**config.mk**
```make
export PLATFORM = sky130hd
export DESIGN_NAME = ccff_bitstream_loader
export DESIGN_NICKNAME = d
export VERILOG_FILES = /design/src/rtl/ccff_bitstream_loader.sv
export SDC_FILE = /design/constraint.sdc
export NUM_CORES = 1
export LEC_CHECK = 0
export CAP_MARGIN = 40
export CORE_AREA = 2 2 156 158
export CTS_CLUSTER_DIAMETER = 100
export CTS_CLUSTER_SIZE = 30
export DETAILED_ROUTE_END_ITERATION = 16
export DIE_AREA = 0 0 158 160
export PLACE_DENSITY_LB_ADDON = 0.15
export SKIP_CTS_REPAIR_TIMING = 1
export SLEW_MARGIN = 20
export SYNTH_ARGS = -nofsm -noshare
export SYNTH_HDL_FRONTEND = slang
export SYNTH_SLANG_ARGS = --single-unit
```
**constraint.sdc**
```tcl
create_clock -name prog_clk_i -period 6.7 [get_ports prog_clk_i]
set_clock_uncertainty 0.1 [all_clocks]
set_input_delay 1.005 -clock prog_clk_i [delete_from_list [all_inputs] [get_ports prog_clk_i]]
set_output_delay 1.005 -clock prog_clk_i [all_outputs]
set_load 0.01 [all_outputs]
```
**src/rtl/ccff_bitstream_loader.sv**
```systemverilog
`timescale 1ns/1ps
`default_nettype none
// ============================================================================
// ccff_bitstream_loader : serializes config words LSB-first onto ccff_head and
// gathers the bits leaving ccff_tail into readback words.       Rev 1.0
// ============================================================================
module ccff_bitstream_loader #(
  parameter int WORD_W    = 32,
  parameter int CHAIN_LEN = 64,
  parameter int CNT_W     = $clog2(CHAIN_LEN + 1)
) (
  input  logic              prog_clk_i,
  input  logic              prog_reset_n_i,
  input  logic              start_i,
  input  logic [WORD_W-1:0] cfg_data_i,
  input  logic              cfg_valid_i,
  output logic              cfg_ready_o,
  output logic              ccff_head_o,
  output logic              ccff_clk_en_o,
  input  logic              ccff_tail_i,
  output logic [WORD_W-1:0] rb_data_o,
  output logic              rb_valid_o,
  output logic              busy_o,
  output logic              done_o,
  output logic [CNT_W-1:0]  bit_count_o
);

  localparam int BUF_CNT_W = $clog2(WORD_W + 1);
  localparam int IDX_W     = $clog2(WORD_W);

  localparam logic [CNT_W-1:0]     CHAIN_LEN_C = CNT_W'(CHAIN_LEN);
  localparam logic [CNT_W-1:0]     LAST_BIT_C  = CNT_W'(CHAIN_LEN - 1);
  localparam logic [IDX_W-1:0]     LAST_IDX_C  = IDX_W'(WORD_W - 1);
  localparam logic [BUF_CNT_W-1:0] WORD_W_C    = BUF_CNT_W'(WORD_W);

  typedef enum logic [1:0] {
    S_IDLE  = 2'd0,
    S_SHIFT = 2'd1,
    S_DONE  = 2'd2
  } state_t;

  state_t               state_q,     state_d;
  logic [CNT_W-1:0]     bit_count_q, bit_count_d;
  logic [WORD_W-1:0]    buf_q,       buf_d;
  logic [BUF_CNT_W-1:0] buf_cnt_q,   buf_cnt_d;
  logic                 head_q,      head_d;
  logic                 clk_en_q,    clk_en_d;
  logic [WORD_W-1:0]    acc_q,       acc_d;
  logic [IDX_W-1:0]     acc_idx_q,   acc_idx_d;
  logic [WORD_W-1:0]    rb_data_q,   rb_data_d;
  logic                 rb_valid_q,  rb_valid_d;

  logic                 w_shift;
  logic                 w_ready;
  logic                 w_fire;
  logic                 w_last_bit;
  logic [CNT_W-1:0]     w_remain;
  logic [BUF_CNT_W-1:0] w_load_cnt;

  assign w_shift    = (state_q == S_SHIFT) && (buf_cnt_q != '0);
  assign w_ready    = (state_q == S_SHIFT) && (buf_cnt_q == '0) &&
                      (bit_count_q < CHAIN_LEN_C);
  assign w_fire     = w_ready && cfg_valid_i;
  assign w_last_bit = (bit_count_q == LAST_BIT_C);
  assign w_remain   = CHAIN_LEN_C - bit_count_q;

  // The final word of a load only carries the bits still missing from the chain.
  assign w_load_cnt = (32'(w_remain) >= 32'(WORD_W)) ? WORD_W_C
                                                    : BUF_CNT_W'(w_remain);

  always_comb begin
    state_d     = state_q;
    bit_count_d = bit_count_q;
    buf_d       = buf_q;
    buf_cnt_d   = buf_cnt_q;
    acc_d       = acc_q;
    acc_idx_d   = acc_idx_q;
    rb_data_d   = rb_data_q;
    rb_valid_d  = 1'b0;

    case (state_q)
      S_IDLE, S_DONE: begin
        if (start_i) begin
          state_d     = S_SHIFT;
          bit_count_d = '0;
          buf_cnt_d   = '0;
          acc_d       = '0;
          acc_idx_d   = '0;
        end
      end

      S_SHIFT: begin
        if (w_fire) begin
          buf_d     = cfg_data_i;
          buf_cnt_d = w_load_cnt;
        end else if (w_shift) begin
          buf_d       = buf_q >> 1;
          buf_cnt_d   = buf_cnt_q - BUF_CNT_W'(1);
          bit_count_d = bit_count_q + CNT_W'(1);
          // Tail is sampled before the chain advances on this same edge.
          acc_d[acc_idx_q] = ccff_tail_i;
          if (w_last_bit || (acc_idx_q == LAST_IDX_C)) begin
            rb_data_d  = acc_d;
            rb_valid_d = 1'b1;
            acc_d      = '0;
            acc_idx_d  = '0;
          end else begin
            acc_idx_d  = acc_idx_q + IDX_W'(1);
          end
          if (w_last_bit) begin
            state_d = S_DONE;
          end
        end
      end

      default: begin
        state_d = S_IDLE;
      end
    endcase
  end

  // Head and enable are precomputed one cycle early so both come straight from
  // flops for the whole shift cycle; head holds its value while starved.
  always_comb begin
    clk_en_d = (state_d == S_SHIFT) && (buf_cnt_d != '0);
    head_d   = clk_en_d ? buf_d[0] : head_q;
  end

  always_ff @(posedge prog_clk_i or negedge prog_reset_n_i) begin
    if (!prog_reset_n_i) begin
      state_q     <= S_IDLE;
      bit_count_q <= '0;
      buf_q       <= '0;
      buf_cnt_q   <= '0;
      head_q      <= 1'b0;
      clk_en_q    <= 1'b0;
      acc_q       <= '0;
      acc_idx_q   <= '0;
      rb_data_q   <= '0;
      rb_valid_q  <= 1'b0;
    end else begin
      state_q     <= state_d;
      bit_count_q <= bit_count_d;
      buf_q       <= buf_d;
      buf_cnt_q   <= buf_cnt_d;
      head_q      <= head_d;
      clk_en_q    <= clk_en_d;
      acc_q       <= acc_d;
      acc_idx_q   <= acc_idx_d;
      rb_data_q   <= rb_data_d;
      rb_valid_q  <= rb_valid_d;
    end
  end

  assign cfg_ready_o   = w_ready;
  assign ccff_head_o   = head_q;
  assign ccff_clk_en_o = clk_en_q;
  assign rb_data_o     = rb_data_q;
  assign rb_valid_o    = rb_valid_q;
  assign busy_o        = (state_q == S_SHIFT);
  assign done_o        = (state_q == S_DONE);
  assign bit_count_o   = bit_count_q;

endmodule
`default_nettype wire

```
* Word level (Yosys, flattened, before mapping) *
Index checks and enable logic that the tools add are counted.

storage, ports and cells
  register bits = 119
  latch bits = 0
  memory bits (writable) = 0
  bits in read-only memories = 0
  input bits = 37
  output and inout port bits = 45
  word-level logic and storage cells = 79
  memories kept = 0

operators by class
  add/subtract/negate cells = 4
  multiply operators = 0
  div/mod/pow operators = 0
  $lt $le $gt $ge = 4
  equality and inequality tests = 8
  shifts and indexed selects = 0
  muxes and demuxes = 34
  bitwise logic cells = 1
  reduce and logical (&&, ||, !) cells = 17

operators by type and width
  operator                                                                              count
  32-bit two-way mux                                                                    6
  32-bit case mux with 2 select lines                                                   1
  32-bit bitwise mux                                                                    1
  6-bit two-way mux                                                                     4
  7-bit two-way mux                                                                     3
  5-bit two-way mux                                                                     4
  7-bit case mux with 2 select lines                                                    1
  6-bit case mux with 2 select lines                                                    1
  6-bit nonzero test                                                                    2
  5-bit case mux with 2 select lines                                                    1
  2-bit two-way mux                                                                     4
  4-bit AND reduction                                                                   2
  7-bit by 1-bit adder with 7-bit output (second input constant)                        1
  7-bit by 6-bit == test with 1-bit output (second input constant)                      1
  7-bit by 6-bit greater-or-equal comparator with 1-bit output (second input constant)  1
  7-bit less-than comparator (second input constant)                                    1
  7-bit subtractor (first input constant)                                               1
  1-bit logical AND                                                                     6
  6-bit logical NOT                                                                     1
  5-bit by 6-bit less-than comparator with 1-bit output (second input constant)         1
  1-bit two-way mux                                                                     6
  6-bit by 1-bit subtractor with 6-bit output (second input constant)                   1
  5-bit by 1-bit adder with 5-bit output (second input constant)                        1
  1-bit demux with 5-bit select                                                         1
  other kinds (13)                                                                      16

* Longest topological paths before layout *
Gate-level depths: netlist of run 1.

  word-level depth = 9
  depth in mapped cells = 11
  mapped depth without buffers = 9

* Worst setup path before layout of run 1 *
OpenSTA, ideal clock, no wires.

  kind = input-to-reg
  start = input start_i
  end = register head_q, in the netlist ccff_head_o
  library setup time = 0.125 ns
  data arrival time = 2.585 ns
  data required time = 6.475 ns
  setup slack = 3.890 ns
  cell stages on the path = 8
  buffers on the path = 1
  cells stage by stage = nor2b_1 -> clkbuf_1 -> nor2_1 -> o21a_1 -> a221o_1 -> nand4bb_1 -> o31a_1 -> mux2_4

on the way
  cells in the longest elaborated chain, start to end = 4
  elaborated cells between the ends (all ways) = 7
  classes of those cells = eq/ne: 1; mux: 4; reduce/logical: 2

RTL lines
  element                             RTL line  source
  from (decl)                         14        input logic start_i,
  6-bit two-way mux                   83        if (start_i) begin
  6-bit case mux with 2 select lines  81        case (state_q)
  net buf_cnt_d[2]                    45        logic [BUF_CNT_W-1:0] buf_cnt_q, buf_cnt_d;
  6-bit nonzero test                  125       clk_en_d = (state_d == S_SHIFT) && (buf_cnt_d != '0);
  1-bit logical AND                   125
  net clk_en_d                        47        logic clk_en_q, clk_en_d;
  to (signal assigned)                135       head_q <= 1'b0;
  to (signal assigned)                146       head_q <= head_d;
  to (decl)                           46        logic head_q, head_d;

The timed path passes the listed nets, and every way through them passes these cells.
A chain may end at the register's enable or synchronous reset.

* Final worst setup path of run 1 *
  start = register bit_count_q[2], in the netlist bit_count_o[2]
  end = output cfg_ready_o

on the way
  cells in the longest elaborated chain, start to end = 2

RTL lines
  element                     RTL line  source
  from (decl)                 43        logic [CNT_W-1:0] bit_count_q, bit_count_d;
  from (signal assigned)      143       bit_count_q <= bit_count_d;
  7-bit less-than comparator  62        (bit_count_q < CHAIN_LEN_C);
  1-bit logical AND           61        assign w_ready = (state_q == S_SHIFT) && (buf_cnt_q == '0) &&
  to (decl)                   17        output logic cfg_ready_o,

No other way between the ends.

==> results of run 1 <==
[layer usage]
metal | share of wire, % | track usage [%]
met1 | 47 | 17.46
met2 | 46 | 19.94
met3 | 6.0 | 3.718
met4 | 1.4 | 4.013
met5 | 0 | 0
[cell families (layout without fill, tap and decap cells)]
kind of cell	count (synthesis)	count (layout)	synth area share [%]
buffers and inverters	75	152	5.171
and+or+nand+nor	208	208	15.95
DFF	119	119	51.28
AOI/OAI and AO/OA	179	179	18.51
adders and majority gates	9	9	1.939
xor gates and xnor gates	8	8	1.207
muxes	34	34	5.947
[layout make-up]
class / instances / share of cell area (%)
clock buffers: 23 / 6.354
clock inverters: 9 / 1.314
inverters: 28 / 1.397
multi-input cells: 438 / 33.85
flip-flops and latches: 119 / 39.59
well taps: 324 / 5.389
repair buffers: 92 / 12.11
[power by group]
part,switching [mW],total [mW],internal (mW)
clock,0.332,0.905,0.574
sequential,0.220,1.20,0.984
combinational,0.704,1.26,0.556
[cells in the mapped netlist (3+ instances only)]
library cell    n  area (sq um)
nand2_1       129         484.2
dfrtp_1       119          2978
o21ai_0        63         315.3
a21oi_1        42         210.2
clkbuf_1       39         146.4
mux2i_1        33         330.3
a22oi_1        31         232.7
inv_1          27         101.4
nor2_1         21         78.83
nand3_1        20         100.1
o22ai_1        16         100.1
ha_1            9         112.6
nor2b_1         7         43.79
o21ai_1         6         30.03
nand4_1         4         25.02
nor3_1          4         20.02
xnor2_1         4         35.03
xor2_1          4         35.03
a31oi_1         3         18.77
and3_1          3         18.77
buf_2           3         15.01
nand2b_1        3         18.77
or3_1           3         18.77
[worst max-delay path: stages (launching register included)]
cell             delay (ps)
dfrtp_1                 510
or4_4                   600
o41ai_2                 370
and2_1                  210
clkdlybuf4s50_1         540
[layout by cell type, fill, tap and decap left out, drive strengths merged, types with 3 or more instances in the layout]
master	n
nand2	129
dfrtp	119
clkdlybuf4s50	80
o21ai	69
a21oi	44
mux2i	33
a22oi	31
inv	28
clkbuf	23
nor2	21
nand3	20
o22ai	16
buf	12
ha	9
nor2b	7
clkinv	7
xnor2	4
nor3	4
nand4	4
xor2	4
and3	4
a31oi	3
nand2b	3
or3	3
[sequential cells by signal, indices dropped and copies added (netlist names)]
signal and cells:
ccff_clk_en_o 1, buf_q 32, rb_data_o 32, rb_valid_o 1
acc_q 32, buf_cnt_q 6, ccff_head_o 1, state_q 2
acc_idx_q 5, bit_count_o 7
[through the flow]
step / instance area (sq um) / setup slack, ps / util, % / hold slack, ps / power, mW
5_1_grt: 7522 / 2765 / 31.58 / 404.7 / 3.628
4_1_cts: 7507 / 2911 / 31.52 / 376.8 / 3.410
6_report: 7522 / 2950 / 31.58 / 373.1 / 3.370
3_5_place_dp: 6930 / 2961 / 29.09 / 362.8 / 2.481
2_1_floorplan: 5807 / 3890 / - / 340.9 / 2.004
3_3_place_gp: 6890 / 3063 / 28.93 / 359.4 / 2.441
[worst min path at each step]
stage / slack [ps] / start / cells after the start / endpoint
4_1_cts: 380 / buf_q[19]$_DFFE_PN0P_ / 2 / buf_q[19]$_DFFE_PN0P_
2_1_floorplan: 340 / buf_q[0]$_DFF_PN0_ / 2 / buf_q[0]$_DFF_PN0_
5_1_grt: 400 / buf_q[26]$_DFFE_PN0P_ / 2 / buf_q[26]$_DFFE_PN0P_
3_3_place_gp: 360 / buf_q[3]$_DFFE_PN0P_ / 2 / buf_q[3]$_DFFE_PN0P_
6_report: 370 / buf_q[10]$_DFFE_PN0P_ / 2 / buf_q[10]$_DFFE_PN0P_
3_5_place_dp: 360 / buf_q[19]$_DFFE_PN0P_ / 2 / buf_q[19]$_DFFE_PN0P_
==> impl_metrics.toml, run 1 <==
[critical_path]
reg2reg_slack_ps = 3670
arrival_ps = 2640
critical_path.endpoint_type = "primary output"
crit_type = "flop to primary output"
worst_setup_path_start_kind = "flop"
startpoint = "bit_count_o[2]$_DFFE_PN0P_"
worstSetupEndpoint = "cfg_ready_o"
cp_max_fo = 10
critPathRequiredTime_ps = 5590
rr_endpoint = "ccff_head_o$_DFFE_PN0P_"
reg2reg_from = "bit_count_o[2]$_DFFE_PN0P_"
rr_worst_depth = 8

[cells_and_area]
antenna_cells = 0
syn_to_final_growth_pct = 29.54
drive_gt1_share_pct = 7.757
ff_latch_area_sq_mm = 0.002978
stdcell_count = 1033
nNetsFinal = 742
final.fill_count = 2530
multi_input_area_sq_mm = 0.002546

[routing]
dr.pass1.iters = 4
drc = 0
drtAntennaViolNets = 0
routed_wl_um = 15400
vias = 4768
viasPerCell = 4.616
drtIter0Drc = 334
wl_per_cell_um = 14.91

[power]
p_per_area_mw_per_mm2 = 448.0
max-vdd-ir-drop_uv = 193.3
p_leak_nw = 3.456

[floorplan]
die_h_um = 160
io_pins = 82
coreArea_sq_mm = 0.02382
initial_utilization_pct = 24.38
rows = 57
die-area_sq_mm = 0.02528
die_x_um = 158

[sta]
setup_tns_ps = 0
slew_violations = 0
finalCritPeriodShare_pct = 55.97
rsz0062_at_grt = "false"
period_needed_ps = 3750
setup_violations = 0
worst_slew_pin_slew_ps = 826.1
final-hold-violation-count = 0
fmax_ghz = 0.2667
timing.slew.headroom_pct = 44.73

[synthesis]
synth_edf_count = 0
synthesis.nets = 678
ys_types = 54
yosysSeqAreaShare_pct = 51.28
syn-cell-area_sq_mm = 0.005807
ys_ff_latch = 119
async_flop_share_pct = 100.0
yosysWarnings = 0
syn_area_per_cell_sq_um = 9.188
syn_inst = 632
ys.flop_type = "dfrtp_1"

[global_routing]
grt_first_pass_wirelength_um = 25990
grt_antenna_before_repair = 0
grt_max_degree = 48
grt_use_total_pct = 12.91
overflow = 0
grt_pass1_vias = 4924

[place]
io_buffer_count = 81
hpwl_um = 10120
dp.cells = 999
place_congestion = 0.8260

[clock_tree]
insertion_delay_ps = 410
clk_pin_slew_worst_paths_ps = 60
cts_tree = "built"
root_buffer = "clkbuf_16"
cts_sinks = 119
cts_htree_levels = 4
clock_path_buffers = 2
numCtsBuffers = 17

[hold_path]
worstHoldPathType = "flop to flop"

[status]
status = "completed"

[job]
drv_cap = 0
No activity file was read; power rests on OpenSTA's default activity.
==> inputs of run 2 (changes only) <==
==> constraint.sdc (replaced) <==
create_clock -name prog_clk_i -period 3.2 [get_ports prog_clk_i]
set_clock_uncertainty 0.1 [all_clocks]
set_input_delay 0.48 -clock prog_clk_i [delete_from_list [all_inputs] [get_ports prog_clk_i]]
set_output_delay 0.48 -clock prog_clk_i [all_outputs]
set_load 0.01 [all_outputs]
==> run 2 against run 1 <==
- global-route usage fell by 0.11 points
- setup slack lost 2900 ps
- sequential power grew 110%
- largest power group unchanged
- core utilization grew 0.41 points
==> impl_metrics.toml, run 2 (synthesized netlist as in run 1, its figures left out) <==
[status]
status = "completed"

[place]
place_congestion = 0.8214
io_buffer_count = 81
dpl_worst_slack_ps = 427.1
hpwl_um = 10300
dp.cells = 1005

[critical_path]
cp_max_fo = 10
reg2reg_slack_ps = 440
worst_setup_path_start_kind = "flop"
critPathRequiredTime_ps = 2620
rr_endpoint = "ccff_head_o$_DFFE_PN0P_"
reg2reg_from = "bit_count_o[3]$_DFFE_PN0P_"
startpoint = "bit_count_o[3]$_DFFE_PN0P_"
worstSetupEndpoint = "cfg_ready_o"
rr_worst_depth = 7
arrival_ps = 2540
crit_type = "flop to primary output"
critical_path.endpoint_type = "primary output"

[power]
power_mw = 7.082
max-vdd-ir-drop_uv = 405.0
p_leak_nw = 3.485
p_per_area_mw_per_mm2 = 929.5

[floorplan]
coreArea_sq_mm = 0.02382
initial_utilization_pct = 24.38
die-area_sq_mm = 0.02528
rows = 57
die_h_um = 160
io_pins = 82
die_x_um = 158

[global_routing]
grt_max_degree = 47
overflow = 0
grt_use_total_pct = 12.80
grt_first_pass_wirelength_um = 25690
grt_antenna_before_repair = 0
grt_pass1_vias = 4818

[sta]
finalCritPeriodShare_pct = 97.56
hold_ws_ps = 374.6
fmax_ghz = 0.3203
worst_slew_pin_slew_ps = 738.2
setup_ws_ps = 78.06
setup_violations = 0
final-hold-violation-count = 0
timing.slew.headroom_pct = 50.61
slew_violations = 0
period_needed_ps = 3122

[routing]
drc = 0
dr.pass1.iters = 5
routed_wl_um = 15440
drtIter0Drc = 275
vias = 4692
wl_per_cell_um = 14.86
viasPerCell = 4.516
drtAntennaViolNets = 0

[cells_and_area]
stdcell_count = 1039
syn_to_final_growth_pct = 31.22
drive_gt1_share_pct = 9.091
multi_input_area_sq_mm = 0.002555
final.fill_count = 2485
ff_latch_area_sq_mm = 0.002982
nNetsFinal = 748
antenna_cells = 0
layout_commonest_cell = "nand2_1"
most-common-layout-cells = "129 x nand2_1, 116 x dfrtp_1, 80 x clkdlybuf4s50_1, 63 x o21ai_0, 42 x a21oi_1"

[job]
drv_cap = 0

[clock_tree]
clock_path_buffers = 2
clk_pin_slew_worst_paths_ps = 60
cts_sinks = 119
numCtsBuffers = 17
insertion_delay_ps = 410
cts_tree = "built"
root_buffer = "clkbuf_16"
cts_htree_levels = 4

[hold_path]
worstHoldPathType = "flop to flop"
-- run 2: cell count changes in the layout (fill, tap and decap cells not counted), sizes merged --
cell         previous run  this run
clkinv                  7         5
clkinvlp                0         3
clkbuf                 23        21
inv                    28        29
dlygate4sd3             0         1
buf                    12        17
-- run 2: worst max-delay path: stages, from the launching register on --
cell and delay, ps:
dfrtp_2 470, or4_4 600, o41ai_4 320, and2_1 200
clkdlybuf4s50_1 540
-- run 2: stage by stage --
step	cell area, sq um	setup TNS [ps]	utilization (%)
global route	7620	-0.4718	31.99
global placement	6953	0	29.19
detailed placement	7000	0	29.39
CTS	7585	-41.08	31.84
floorplan	5807	0	-
finish	7620	0	31.99
-- run 2: worst min path at each step --
stage                          start                        end  slack (ps)  depth (start not counted)
2_1_floorplan         prog_reset_n_i   acc_idx_q[0]$_DFFE_PN0P_          80                          0
3_3_place_gp   buf_q[10]$_DFFE_PN0P_      buf_q[10]$_DFFE_PN0P_         360                          2
3_5_place_dp   buf_q[15]$_DFFE_PN0P_      buf_q[15]$_DFFE_PN0P_         360                          2
4_1_cts               prog_reset_n_i  rb_data_o[15]$_DFFE_PN0P_         -80                          2
5_1_grt         buf_q[3]$_DFFE_PN0P_       buf_q[3]$_DFFE_PN0P_         400                          2
6_report        buf_q[5]$_DFFE_PN0P_       buf_q[5]$_DFFE_PN0P_         370                          2
-- run 2: cell type report --
type | count | area share, %
Clock buffer | 21 | 6.043
Clock inverter | 11 | 1.626
Inverter | 28 | 1.379
Multi-Input combinational cell | 438 | 33.53
Sequential cell | 119 | 39.13
Tap cell | 324 | 5.320
Timing Repair Buffer | 98 | 12.97
-- run 2: report_power, final --
part,switching [mW],internal [mW],leakage [nW]
Sequential,0.420,2.07,1.44
Combinational,1.53,1.18,1.76
Clock,0.699,1.19,0.279
Total,2.65,4.43,3.48
-- run 2: metal layers --
metal / up-vias / routed length, um / global-route usage (%)
met3: 13 / 582 / 2.904
met1: 2234 / 7574 / 17.69
met4: 0 / 162 / 3.767
li1: 2343 / - / -
met2: 102 / 7115 / 20.00
met5: - / 0 / 0
